File: config.mk
export PLATFORM = sky130hd
export DESIGN_NAME = matrix_reader
export DESIGN_NICKNAME = d
export VERILOG_FILES = /design/src/rtl/matrix_bram_pkg.sv /design/src/rtl/matrix_address_getter.sv /design/src/rtl/matrix_reader.sv
export SDC_FILE = /design/constraint.sdc
export NUM_CORES = 1
export LEC_CHECK = 0
export ABC_CLOCK_PERIOD_IN_PS = 5660
export BUFFER_PORTS_ARGS = -buffer_cell sky130_fd_sc_hd__buf_2
export CAP_MARGIN = 20
export CELL_PAD_IN_SITES_DETAIL_PLACEMENT = 1
export CELL_PAD_IN_SITES_GLOBAL_PLACEMENT = 1
export CORE_MARGIN = 2
export CORE_UTILIZATION = 40
export CTS_CLUSTER_DIAMETER = 100
export DETAILED_ROUTE_END_ITERATION = 8
export PLACE_DENSITY = 0.77
export SETUP_SLACK_MARGIN = 0.3
export SLEW_MARGIN = 20
export SYNTH_ARGS = -nofsm -noshare
export SYNTH_HDL_FRONTEND = slang
export SYNTH_SLANG_ARGS = --single-unit
File: constraint.sdc
create_clock -name clk -period 5.66 [get_ports clk]
set_clock_uncertainty 0.05 [all_clocks]
set_input_delay 0.849 -clock clk [delete_from_list [all_inputs] [get_ports clk]]
set_output_delay 0.849 -clock clk [all_outputs]
set_load 0.02 [all_outputs]
File: src/rtl/matrix_bram_pkg.sv
// Shared definitions for the matrix BRAM slot layout, used by both the
// reader and writer sides.
package matrix_bram_pkg;

    // Header words at the start of every slot: dims, name[0..3], name[4..7].
    localparam int META_WORDS = 3;

    typedef enum logic [2:0] {
        IDLE,
        META_RD,
        META_CAP,
        META_OUT,
        DATA_RD,
        DATA_WAIT,
        DATA_HOLD,
        DONE
    } rd_state_t;

endpackage

File: src/rtl/matrix_address_getter.sv
// Base address of a matrix slot: matrix_id * BLOCK_SIZE.
module matrix_address_getter #(
    parameter int BLOCK_SIZE = 1152,
    parameter int ADDR_WIDTH = 14
) (
    input  logic [2:0]            matrix_id,
    output logic [ADDR_WIDTH-1:0] base_addr
);

    assign base_addr = ADDR_WIDTH'(32'(matrix_id) * BLOCK_SIZE);

endmodule

File: src/rtl/matrix_reader.sv
// Reads one matrix slot from BRAM: three header words, then rows*cols
// elements streamed out over a valid/ready handshake.
module matrix_reader
    import matrix_bram_pkg::*;
#(
    parameter int BLOCK_SIZE = 1152,
    parameter int DATA_WIDTH = 32,
    parameter int ADDR_WIDTH = 14
) (
    input  logic                  clk,
    input  logic                  rst_n,
    input  logic                  read_request,
    input  logic [2:0]            matrix_id,
    output logic                  read_ready,
    output logic                  meta_valid,
    output logic [7:0]            actual_rows,
    output logic [7:0]            actual_cols,
    output logic [7:0]            matrix_name [0:7],
    output logic [DATA_WIDTH-1:0] data_out,
    output logic                  data_valid,
    input  logic                  data_ready,
    output logic                  read_done,
    output logic                  size_error,
    output logic                  bram_rd_en,
    output logic [ADDR_WIDTH-1:0] bram_addr,
    input  logic [DATA_WIDTH-1:0] bram_dout
);

    rd_state_t             state_q, state_d;
    logic [2:0]            id_q, id_d;
    logic [1:0]            meta_cnt_q, meta_cnt_d;
    logic [15:0]           elem_cnt_q, elem_cnt_d;
    logic [7:0]            rows_q, rows_d, cols_q, cols_d;
    logic [7:0]            name_q [0:7];
    logic [7:0]            name_d [0:7];
    logic [DATA_WIDTH-1:0] data_q, data_d;
    logic [ADDR_WIDTH-1:0] addr_q, addr_d;
    logic                  rd_en_q, rd_en_d;
    logic                  meta_valid_q, meta_valid_d;
    logic                  data_valid_q, data_valid_d;
    logic                  read_done_q, read_done_d;
    logic                  size_error_q, size_error_d;
    logic [ADDR_WIDTH-1:0] base_addr;
    logic [15:0]           total;

    // Fed with the next id so the first header read can go out on the
    // cycle right after the request is accepted.
    matrix_address_getter #(
        .BLOCK_SIZE(BLOCK_SIZE),
        .ADDR_WIDTH(ADDR_WIDTH)
    ) u_addr (
        .matrix_id(id_d),
        .base_addr(base_addr)
    );

    assign total = {8'd0, rows_q} * {8'd0, cols_q};

    always_comb begin
        // NOTE: every signal gets a default here so no path through the case leaves it unassigned and infers a latch.
        state_d      = state_q;
        id_d         = id_q;
        meta_cnt_d   = meta_cnt_q;
        elem_cnt_d   = elem_cnt_q;
        rows_d       = rows_q;
        cols_d       = cols_q;
        name_d       = name_q;
        data_d       = data_q;
        addr_d       = addr_q;
        rd_en_d      = 1'b0;
        meta_valid_d = 1'b0;
        data_valid_d = data_valid_q;
        read_done_d  = 1'b0;
        size_error_d = 1'b0;

        unique case (state_q)
            IDLE: begin
                if (read_request) begin
                    id_d       = matrix_id;
                    meta_cnt_d = '0;
                    elem_cnt_d = '0;
                    rd_en_d    = 1'b1;
                    state_d    = META_RD;
                end
            end
            META_RD: begin
                // bram_dout carries the word issued on the previous cycle.
                if (meta_cnt_q == 2'd1) begin
                    rows_d = bram_dout[31:24];
                    cols_d = bram_dout[23:16];
                end else if (meta_cnt_q == 2'd2) begin
                    name_d[0] = bram_dout[31:24];
                    name_d[1] = bram_dout[23:16];
                    name_d[2] = bram_dout[15:8];
                    name_d[3] = bram_dout[7:0];
                end
                if (meta_cnt_q == 2'(META_WORDS - 1)) begin
                    state_d = META_CAP;
                end else begin
                    meta_cnt_d = meta_cnt_q + 2'd1;
                    rd_en_d    = 1'b1;
                end
            end
            META_CAP: begin
                name_d[4]    = bram_dout[31:24];
                name_d[5]    = bram_dout[23:16];
                name_d[6]    = bram_dout[15:8];
                name_d[7]    = bram_dout[7:0];
                meta_valid_d = 1'b1;
                state_d      = META_OUT;
            end
            META_OUT: begin
                if (total == 16'd0) begin
                    state_d = DONE;
                end else if (int'(total) > BLOCK_SIZE - META_WORDS) begin
                    size_error_d = 1'b1;
                    state_d      = DONE;
                end else begin
                    rd_en_d = 1'b1;
                    state_d = DATA_RD;
                end
            end
            DATA_RD: begin
                state_d = DATA_WAIT;
            end
            DATA_WAIT: begin
                data_d       = bram_dout;
                data_valid_d = 1'b1;
                state_d      = DATA_HOLD;
            end
            DATA_HOLD: begin
                if (data_ready) begin
                    data_valid_d = 1'b0;
                    elem_cnt_d   = elem_cnt_q + 16'd1;
                    if (elem_cnt_d == total) begin
                        state_d = DONE;
                    end else begin
                        rd_en_d = 1'b1;
                        state_d = DATA_RD;
                    end
                end
            end
            DONE: begin
                read_done_d = 1'b1;
                state_d     = IDLE;
            end
        endcase

        if (rd_en_d) begin
            if (state_d == META_RD) begin
                addr_d = base_addr + ADDR_WIDTH'(meta_cnt_d);
            end else begin
                addr_d = base_addr + ADDR_WIDTH'(META_WORDS) + ADDR_WIDTH'(elem_cnt_d);
            end
        end
    end

    always_ff @(posedge clk or negedge rst_n) begin
        if (!rst_n) begin
            state_q      <= IDLE;
            id_q         <= '0;
            meta_cnt_q   <= '0;
            elem_cnt_q   <= '0;
            rows_q       <= '0;
            cols_q       <= '0;
            // NOTE: the name bytes are outputs, so they are cleared on reset like any other output register.
            for (int i = 0; i < 8; i++) begin
                name_q[i] <= '0;
            end
            data_q       <= '0;
            addr_q       <= '0;
            rd_en_q      <= 1'b0;
            meta_valid_q <= 1'b0;
            data_valid_q <= 1'b0;
            read_done_q  <= 1'b0;
            size_error_q <= 1'b0;
        end else begin
            // NOTE: non-blocking here so every flop samples the pre-edge values computed above.
            state_q      <= state_d;
            id_q         <= id_d;
            meta_cnt_q   <= meta_cnt_d;
            elem_cnt_q   <= elem_cnt_d;
            rows_q       <= rows_d;
            cols_q       <= cols_d;
            name_q       <= name_d;
            data_q       <= data_d;
            addr_q       <= addr_d;
            rd_en_q      <= rd_en_d;
            meta_valid_q <= meta_valid_d;
            data_valid_q <= data_valid_d;
            read_done_q  <= read_done_d;
            size_error_q <= size_error_d;
        end
    end

    assign read_ready  = (state_q == IDLE);
    assign meta_valid  = meta_valid_q;
    assign actual_rows = rows_q;
    assign actual_cols = cols_q;
    assign matrix_name = name_q;
    assign data_out    = data_q;
    assign data_valid  = data_valid_q;
    assign read_done   = read_done_q;
    assign size_error  = size_error_q;
    assign bram_rd_en  = rd_en_q;
    assign bram_addr   = addr_q;

endmodule

Word level (Yosys, flattened, before mapping)
Index checks and enable logic that the tools add are counted. W data, S select, Z words.

Bits in registers: 155. Output and inout port bits: 132. Word-level logic and storage cells: 82.

Add/subtract/negate cells: 5. $mul: 2. Magnitude comparators: 1. Equality and inequality tests: 13. Multiplexer cells: 30. Bitwise logic cells: 1. Reduce and logical (&&, ||, !) cells: 8.

Operator list (number): $mux W16 (2); $pmux W16 S2 (1); $pmux W3 S8 (1); $add A16 B1 Y16 const B (1); $eq A16 B16 Y1 (1); $gt A16 B11 Y1 const B (1); $logic_not A16 Y1 (1); $mul A8 B8 Y16 (1); $mux W3 (5); $add A14 B14 Y14 (1); $add A14 B2 Y14 (1); $add A14 B2 Y14 const B (1); $mux W14 (1); $eq A3 B3 Y1 const B (4); $mux W1 (12); $mux W2 (5); $mul A3 B4 Y7 const B (1); $eq A3 B1 Y1 const B (2); $eq A3 B2 Y1 const B (2); $reduce_and A3 Y1 (2); $ne A2 B2 Y1 const B (2); $pmux W1 S4 (1); $pmux W2 S2 (1); $reduce_and A2 Y1 (2); other kinds (7) (8).

Logic depth before layout (Yosys ltp)
Gate-level depths: netlist of the first run.

Word-level depth: 7. Mapped depth: 21.

Hierarchy
Synthesis of the first run repeated with hierarchy kept, for this count alone.

Cell total of the unflattened synthesis: 927. Area, all modules: 10158.5 µm².

By module, submodules not included: matrix_reader (instances 1, cells an instance 912, area an instance 10049.6 µm², seq. area each 3878.7 µm²); matrix_address_getter (instances 1, cells an instance 15, area an instance 108.9 µm², seq. area each 0.0 µm²).

Worst setup path before layout of the first run
No wires, ideal clock.

Path kind: reg2reg. Start point: register cols_q[7] (netlist: actual_cols[7]). End point: register addr_q[11] (netlist: bram_addr[11]). Library setup time: 104 ps. Arrival time: 5358 ps. Required time: 5506 ps. Path slack: 148 ps. Cell stages (with the launch flop): 20. Path through: dfrtp_1 -> clkbuf_1 -> nand2_1 -> fa_1 -> fa_1 -> fa_1 -> fa_1 -> inv_1 -> ha_1 -> buf_2 -> nand3_1 -> a211o_1 -> a31oi_1 -> xor2_1 -> xnor2_1 -> nand4_1 -> o21ai_4 -> nand2_1 -> buf_6 -> a221oi_1.

Longest elaborated chain between the ends: 7. Elaborated cells on any way between the ends: 16. Classes of those cells: 1 x mul; 1 x order compare; 2 x eq/ne; 11 x mux; 1 x reduce/logical.

RTL lines: start: declaration (RTL line matrix_reader.sv:33) `logic [7:0] rows_q, rows_d, cols_q, cols_d;`; start signal: assignment (RTL line matrix_reader.sv:183) `cols_q <= cols_d;`; $mul A8 B8 Y16 (*) (RTL line matrix_reader.sv:56) `assign total = {8'd0, rows_q} * {8'd0, cols_q};`; $gt A16 B11 Y1 / $eq A16 B16 Y1 (equally long branches) (RTL line matrix_reader.sv:114, matrix_reader.sv:134); $mux W2 (on tied branches) (RTL line matrix_reader.sv:114, matrix_reader.sv:134); $mux W2 / $mux W3 (equally long branches) (RTL line matrix_reader.sv:112, matrix_reader.sv:131); $pmux W3 S8 (RTL line matrix_reader.sv:75) `unique case (state_q)`; $eq A3 B1 Y1 (RTL line matrix_reader.sv:149) `if (state_d == META_RD) begin`; $mux W14 (RTL line matrix_reader.sv:149); end signal: assignment (RTL line matrix_reader.sv:186) `addr_q <= addr_d;`; end: declaration (RTL line matrix_reader.sv:37) `logic [ADDR_WIDTH-1:0] addr_q, addr_d;`.

Mark *: on every way between the ends. The rest lies on a longest branch, timed or not. A chain may end at the register's enable or synchronous reset.

Worst setup path after layout of the first run
Start point: register cols_q[3] (netlist: actual_cols[3]). End point: register state_q[0].

Longest elaborated chain between the ends: 5. Elaborated cells on any way between the ends: 9. Classes of those cells: 1 x mul; 1 x order compare; 1 x eq/ne; 5 x mux; 1 x reduce/logical.

RTL lines: $mul A8 B8 Y16 (*) (RTL line matrix_reader.sv:56); $gt A16 B11 Y1 / $eq A16 B16 Y1 (equally long branches) (RTL line matrix_reader.sv:114, matrix_reader.sv:134); $mux W2 (on tied branches) (RTL line matrix_reader.sv:114, matrix_reader.sv:134); $mux W2 / $mux W3 (equally long branches) (RTL line matrix_reader.sv:112, matrix_reader.sv:131); $pmux W3 S8 (*) (RTL line matrix_reader.sv:75); named net state_d[0] (RTL line matrix_reader.sv:29) `rd_state_t state_q, state_d;`; end signal: assignment (RTL line matrix_reader.sv:178) `state_q <= state_d;`; end: declaration (RTL line matrix_reader.sv:29).

The timed path passes the listed nets; every way through them passes the cells marked *.

==> run metrics, run 1 <==
CTS tree=built; CTS Hold Bufs=0; first-pass GRT wire length=44790 um; grt met2 use=slightly below 40%; HPWL Detailed=19780 um; vias in the first global route=roughly 8200; CTS Sinks=about 160; Filler Cells Inserted=approximately 2600; Synth cell types=75; share of the synthesized area in the top cell type=40.28%; final hold violations=0; GP Congestion=approximately 0.86; core region area=23540 um^2; GRT Max-Usage Layer=met2; Post-Syn Nets=approximately 990; reg-to-reg setup timing slack=around 0.19 ns; Clock transition at path regs=approximately 0.070 ns; crit share post-route=96.59%; DRT Wirelength=between 20000 and 30000 um; CTS Buffer Depth=2; Area growth, synth to finish=27.05%; CTS root buffer=clkbuf_16; CP arrival=5.77 ns; layout cell share with drive strength beyond 1=a little over two fifths; initial antenna violation count=0; TritonRoute pass-1 iters=4; Final Setup Violations=0; MaxCap Viol Count=0; post-synthesis sequential area ratio=about two fifths; Starting Density=between 40% and 50%; critical-path maximum fanout=7; Die ar.=between 20000 and 30000 um^2; Initial DRC Count=about 310; CP Class=register to register; die height=around 160 um; max-slew violation count=0; crit start category=register; Port Buffer Count=170; ant diodes=0; actual slew at the worst max-slew pin=roughly 0.87 ns; gr usage total=between 20% and 30%; DIE WIDTH=about 160 um; Setup crit end kind=register; Max-slew headroom=about two fifths; gate count after technology mapping=a little under 900; std cell rows=between 50 and 60; area taken by multi-input logic gates=5727 um^2; dominant synthesized flop cell=dfrtp_1; via count=roughly 7600; IO Pins=between 150 and 200; Final #Nets=around 1200; Avg Inst Size Synth=11.12 um^2; Seq. cell area=about 3900 um^2; antenna-violating nets left=0; asr flop ratio synth=100.0%; setup TNS=0 ns; met1 Track Usage GR=between 20% and 30%; synthesized area=between 9000 and 10000 um^2; Post-synth EDFFs=0; vias per cell=about 5.4; Yosys top cell by area=dfrtp_1; routed length per instance=between 20 and 25 um; HP Class=primary input to async pin; largest net degree at the start of global routing=just under 70; Final min period=about 5.5 ns; Clk Latency, worst-skew pair=about 0.43 ns; RSZ-0062 raised after global routing=yes; gr ovfl total=0; Synth Register Bits=about 160; Synth Warn #=0; fmax=182.9 MHz; Area contributors post-synth=dfrtp_1 (40%), mux2_2 (13%), fa_1 (7.5%); Data required, critical path=roughly 6.0 ns; GRT met3 Usage=4.506%; number of remaining DRC errors=0; status=finished clean; total CTS buffers=17; CTS H-tree lvls=4
synthesized netlist by cell type, types with 7 or more instances:
cell and number:
and3_1 13, clkbuf_1 30, nor2_1 21, and2_1 43
dfrtp_1 155, nand2_1 75, buf_2 8, o21ai_0 29
a21o_1 7, inv_1 61, fa_1 36, nor3b_1 7
ha_1 48, a211oi_1 7, xor2_1 21, mux2i_1 7
nand3_1 15, o211ai_1 8, nand4_1 7, xnor2_1 23
a21oi_1 16, mux2_2 114, nor3_1 9
repair_timing:
action / 4_1_cts / 5_1_grt
buffers inserted: 21 / 24
gates resized for setup: 28 / 66
pin swaps: 12 / 49
hold endpoints to repair: 0 / 0
endpoints found under the setup margin: 17 / 17
cell families (layout without fill, tap and decap cells):
family / Yosys count / in the layout / synth area share [%]
compound gates: 123 / 123 / 9.486
xor+xnor: 47 / 47 / 4.717
fa+ha+maj: 84 / 84 / 13.72
buf+inv: 106 / 327 / 4.431
flops: 155 / 155 / 40.28
mux: 121 / 121 / 14.06
simple gates: 230 / 230 / 13.31
per-stage QoR:
stage / instance area [um^2] / util (%) / setup WS [ns] / hold slack (ns) / cells
final: 12230 / 51.97 / 0.1931 / 0.3066 / 1406
after global routing: 12230 / 51.97 / 0.06196 / 0.3406 / 1406
after CTS: 11760 / 49.96 / 0.2859 / 0.3285 / 1382
after detailed placement: 10850 / 46.09 / 0.02635 / 0.4160 / 1329
after global placement: 10850 / 46.09 / 0.1547 / 0.4137 / 1329
after floorplan: 9652 / - / 0.3003 / 0.4213 / 866
routing by layer:
metal  part of all wire [%]  vias to the layer above  wire (um)
met5                      0                        -          0
met4                    2.8                        0        812
met2                     51                      175      14960
met3                    4.3                       52       1245
met1                     42                     3907      12130
li1                       -                     3443          -
critical path: stages, from the launching register on:
cell and delay (ns):
dfrtp_2 0.49, buf_4 0.16, nand2_2 0.06, fa_1 0.48, fa_1 0.58, fa_1 0.47, fa_1 0.56, inv_1 0.07
ha_4 0.25, nand3_1 0.15, and2_4 0.18, nand4_1 0.15, a311oi_2 0.34, buf_4 0.19, xnor2_2 0.14, nand4_1 0.26
buf_4 0.23, buf_4 0.13, o31ai_1 0.23, nand3b_1 0.12, o211ai_1 0.11
layout by cell type, fill, tap and decap left out, types with 9 or more instances in the layout:
cell / n
ha_1: 38
nand2_1: 68
clkbuf_16: 17
dfrtp_2: 11
o21ai_0: 28
fa_1: 32
and2_1: 40
mux2_2: 114
a21oi_1: 13
inv_1: 55
dfrtp_1: 144
nand3_1: 13
xor2_1: 17
nor2_1: 20
ha_4: 9
buf_4: 56
and3_1: 13
xnor2_1: 19
buf_2: 169
layout make-up:
| cell class | count | share of cell area (%) |
|---|---|---|
| Clock buffer | 17 | 3.477 |
| Timing Repair Buffer | 234 | 11.20 |
| Clock inverter | 15 | 1.565 |
| Sequential cell | 155 | 31.82 |
| Tap cell | 319 | 3.262 |
| Multi-Input combinational cell | 605 | 46.81 |
| Inverter | 61 | 1.872 |
sequential cells by signal, summed over array words and instances, names as in the netlist, 3 cells and up:
| name | cells |
|---|---|
| matrix_name | 64 |
| data_out | 32 |
| actual_cols | 8 |
| actual_rows | 8 |
| elem_cnt_q | 16 |
| bram_addr | 14 |
| state_q | 3 |
| id_q | 3 |
final timing paths:
check / start / to / cells past startpoint
setup / recovery: actual_cols[3] / state_q[0] / 20
hold / removal: rst_n / elem_cnt_q[11] / 1
setup reg to reg: actual_cols[3] / state_q[0] / 20
hold reg to reg: data_valid / data_valid / 2
max in group asynchronous: rst_n / actual_cols[4] / 2
min in group clk: data_valid / data_valid / 2
Power of run 1 is left out: the tool's default activity adds up to more than one toggle a clock period on the data nets, which glitch-free logic cannot reach.
==> run 2, diff against run 1 <==
--- a/config.mk
+++ b/config.mk
@@ -15,6 +15,7 @@
 export CTS_CLUSTER_DIAMETER = 100
 export DETAILED_ROUTE_END_ITERATION = 8
 export PLACE_DENSITY = 0.77
+export RECOVER_POWER = 100
 export SETUP_SLACK_MARGIN = 0.3
 export SLEW_MARGIN = 20
 export SYNTH_ARGS = -nofsm -noshare
==> run 2 against run 1 <==
- the run now ends with max-capacitance violations, max-slew violations left
- hold slack gained 0.13 ns
- setup slack lost 0.087 ns
- routed wire length fell by 0.14%
- final area decreased by 1.8%
- critical endpoint is now state_q[1]
- largest cell class unchanged
==> run metrics, run 2 (synthesized netlist as in run 1, its figures left out) <==
total CTS buffers=17; number of remaining DRC errors=0; core region area=about 24000 um^2; most frequent cells in the layout=dfrtp_1 (154), clkbuf_1 (128), mux2_2 (111); CP arrival=just under 6 ns; Final min period=around 5.6 ns; Area growth, synth to finish=24.82%; commonest non-fill, non-tap cell in the layout=dfrtp_1; TritonRoute pass-1 iters=5; GP Congestion=0.8634; first-pass GRT wire length=around 45000 um; RSZ-0062 raised after global routing=yes; gr ovfl total=0; largest net degree at the start of global routing=between 60 and 70; antenna-violating nets left=0; vias in the first global route=a little over 8000; CP Class=register to register; CTS tree=built; Setup crit end kind=register; critical-path maximum fanout=8; failing checks=max-capacitance violations, max-slew violations; Clock transition at path regs=approximately 0.080 ns; Max-slew headroom=-100.8%; via count=7591; gr usage total=22.09%; Data required, critical path=between 5 and 6 ns; Clk Latency, worst-skew pair=~0.43 ns; HP Class=register to register; Initial DRC Count=about 330; ant diodes=0; Die ar.=about 25000 um^2; Final Setup Violations=0; IO Pins=171; DRT Wirelength=29110 um; fmax=roughly 180 MHz; initial antenna violation count=0; CTS Sinks=between 150 and 200; CTS root buffer=clkbuf_16; vias per cell=between 5 and 6; final hold violations=0; Final WS setup=roughly 0.11 ns; layout cell share with drive strength beyond 1=between 20% and 30%; Starting Density=just over 40%; DIE WIDTH=roughly 160 um; Placement Setup Slack=between 0.02 and 0.03 ns; status=complete, but fails checks; Port Buffer Count=170; max-slew violation count=220; max reg flops=64; die height=~160 um; Final #Nets=between 1000 and 1500; CTS Hold Bufs=0; CTS H-tree lvls=4; MaxCap Viol Count=5; CTS Buffer Depth=2; crit share post-route=between 90 and 100%; routed length per instance=a little over 20 um; crit start category=register; std cell rows=56; actual slew at the worst max-slew pin=3.013 ns; HPWL Detailed=19780 um
run 2: changes by cell type in the layout (fill, tap and decap cells not counted), sizes merged:
cell,change
buf,-130
clkbuf,+130
run 2: cell type report:
type,count,area (um^2)
Clock buffer,17,425.4
Inverter,61,229.0
Tap cell,319,399.1
Sequential cell,155,3880
Timing Repair Buffer,234,1179
Fill cell,2643,11520
Clock inverter,15,191.4
Multi-Input combinational cell,605,5715
run 2: layer usage:
layer  global-route usage [%]  share of wire (%)  vias up
met2                    39.07                 51      203
met1                    27.06                 41     3894
li1                         -                  -     3440
met5                        0                  0        -
met3                    4.506                4.5       54
met4                    7.066                2.8        0
run 2: through the flow:
step                      setup TNS (ns)  utilization [%]  hold slack [ns]  cell area (um^2)  cells
final                                  0            51.05           0.4378             12020   1406
after detailed placement               0            46.09           0.4160             10850   1329
after global placement                 0            46.09           0.4137             10850   1329
after global routing            -0.02879            51.05           0.4766             12020   1406
after CTS                              0            49.96           0.3285             11760   1382
after floorplan                        0                -           0.4213              9652    866
run 2: worst max-delay path, cell delays in order, from the launching register on:
cell and delay (ns):
dfrtp_1 0.53, nand2_1 0.13, fa_1 0.53, fa_1 0.61, fa_1 0.46, fa_1 0.52, inv_2 0.05, ha_4 0.23
o21a_1 0.11, o31a_1 0.13, o41a_1 0.53, a211oi_4 0.34, xor2_2 0.22, o211ai_1 0.24, buf_4 0.22, nor3_2 0.18
o21ai_0 0.10, a31o_1 0.26
run 2: repair_timing:
| action | CTS | global route |
|---|---|---|
| gates cloned | 0 | 0 |
| resized for setup | 28 | 66 |
| setup endpoints to repair | 17 | 17 |
| pin swaps | 12 | 49 |
| setup buffers | 21 | 24 |
run 2: worst paths after layout:
check                                    start             end  slack (ns)  depth (start not counted)
worst max-delay path            actual_rows[2]      state_q[1]        0.11                         17
worst min-delay path                data_valid      data_valid        0.44                          2
worst max register to register  actual_rows[2]      state_q[1]        0.11                         17
worst min register to register      data_valid      data_valid        0.44                          2
max in group asynchronous                rst_n  actual_cols[4]        1.36                          2
min in group asynchronous                rst_n  elem_cnt_q[11]        1.34                          1
Power of run 2 is left out for the same reason.
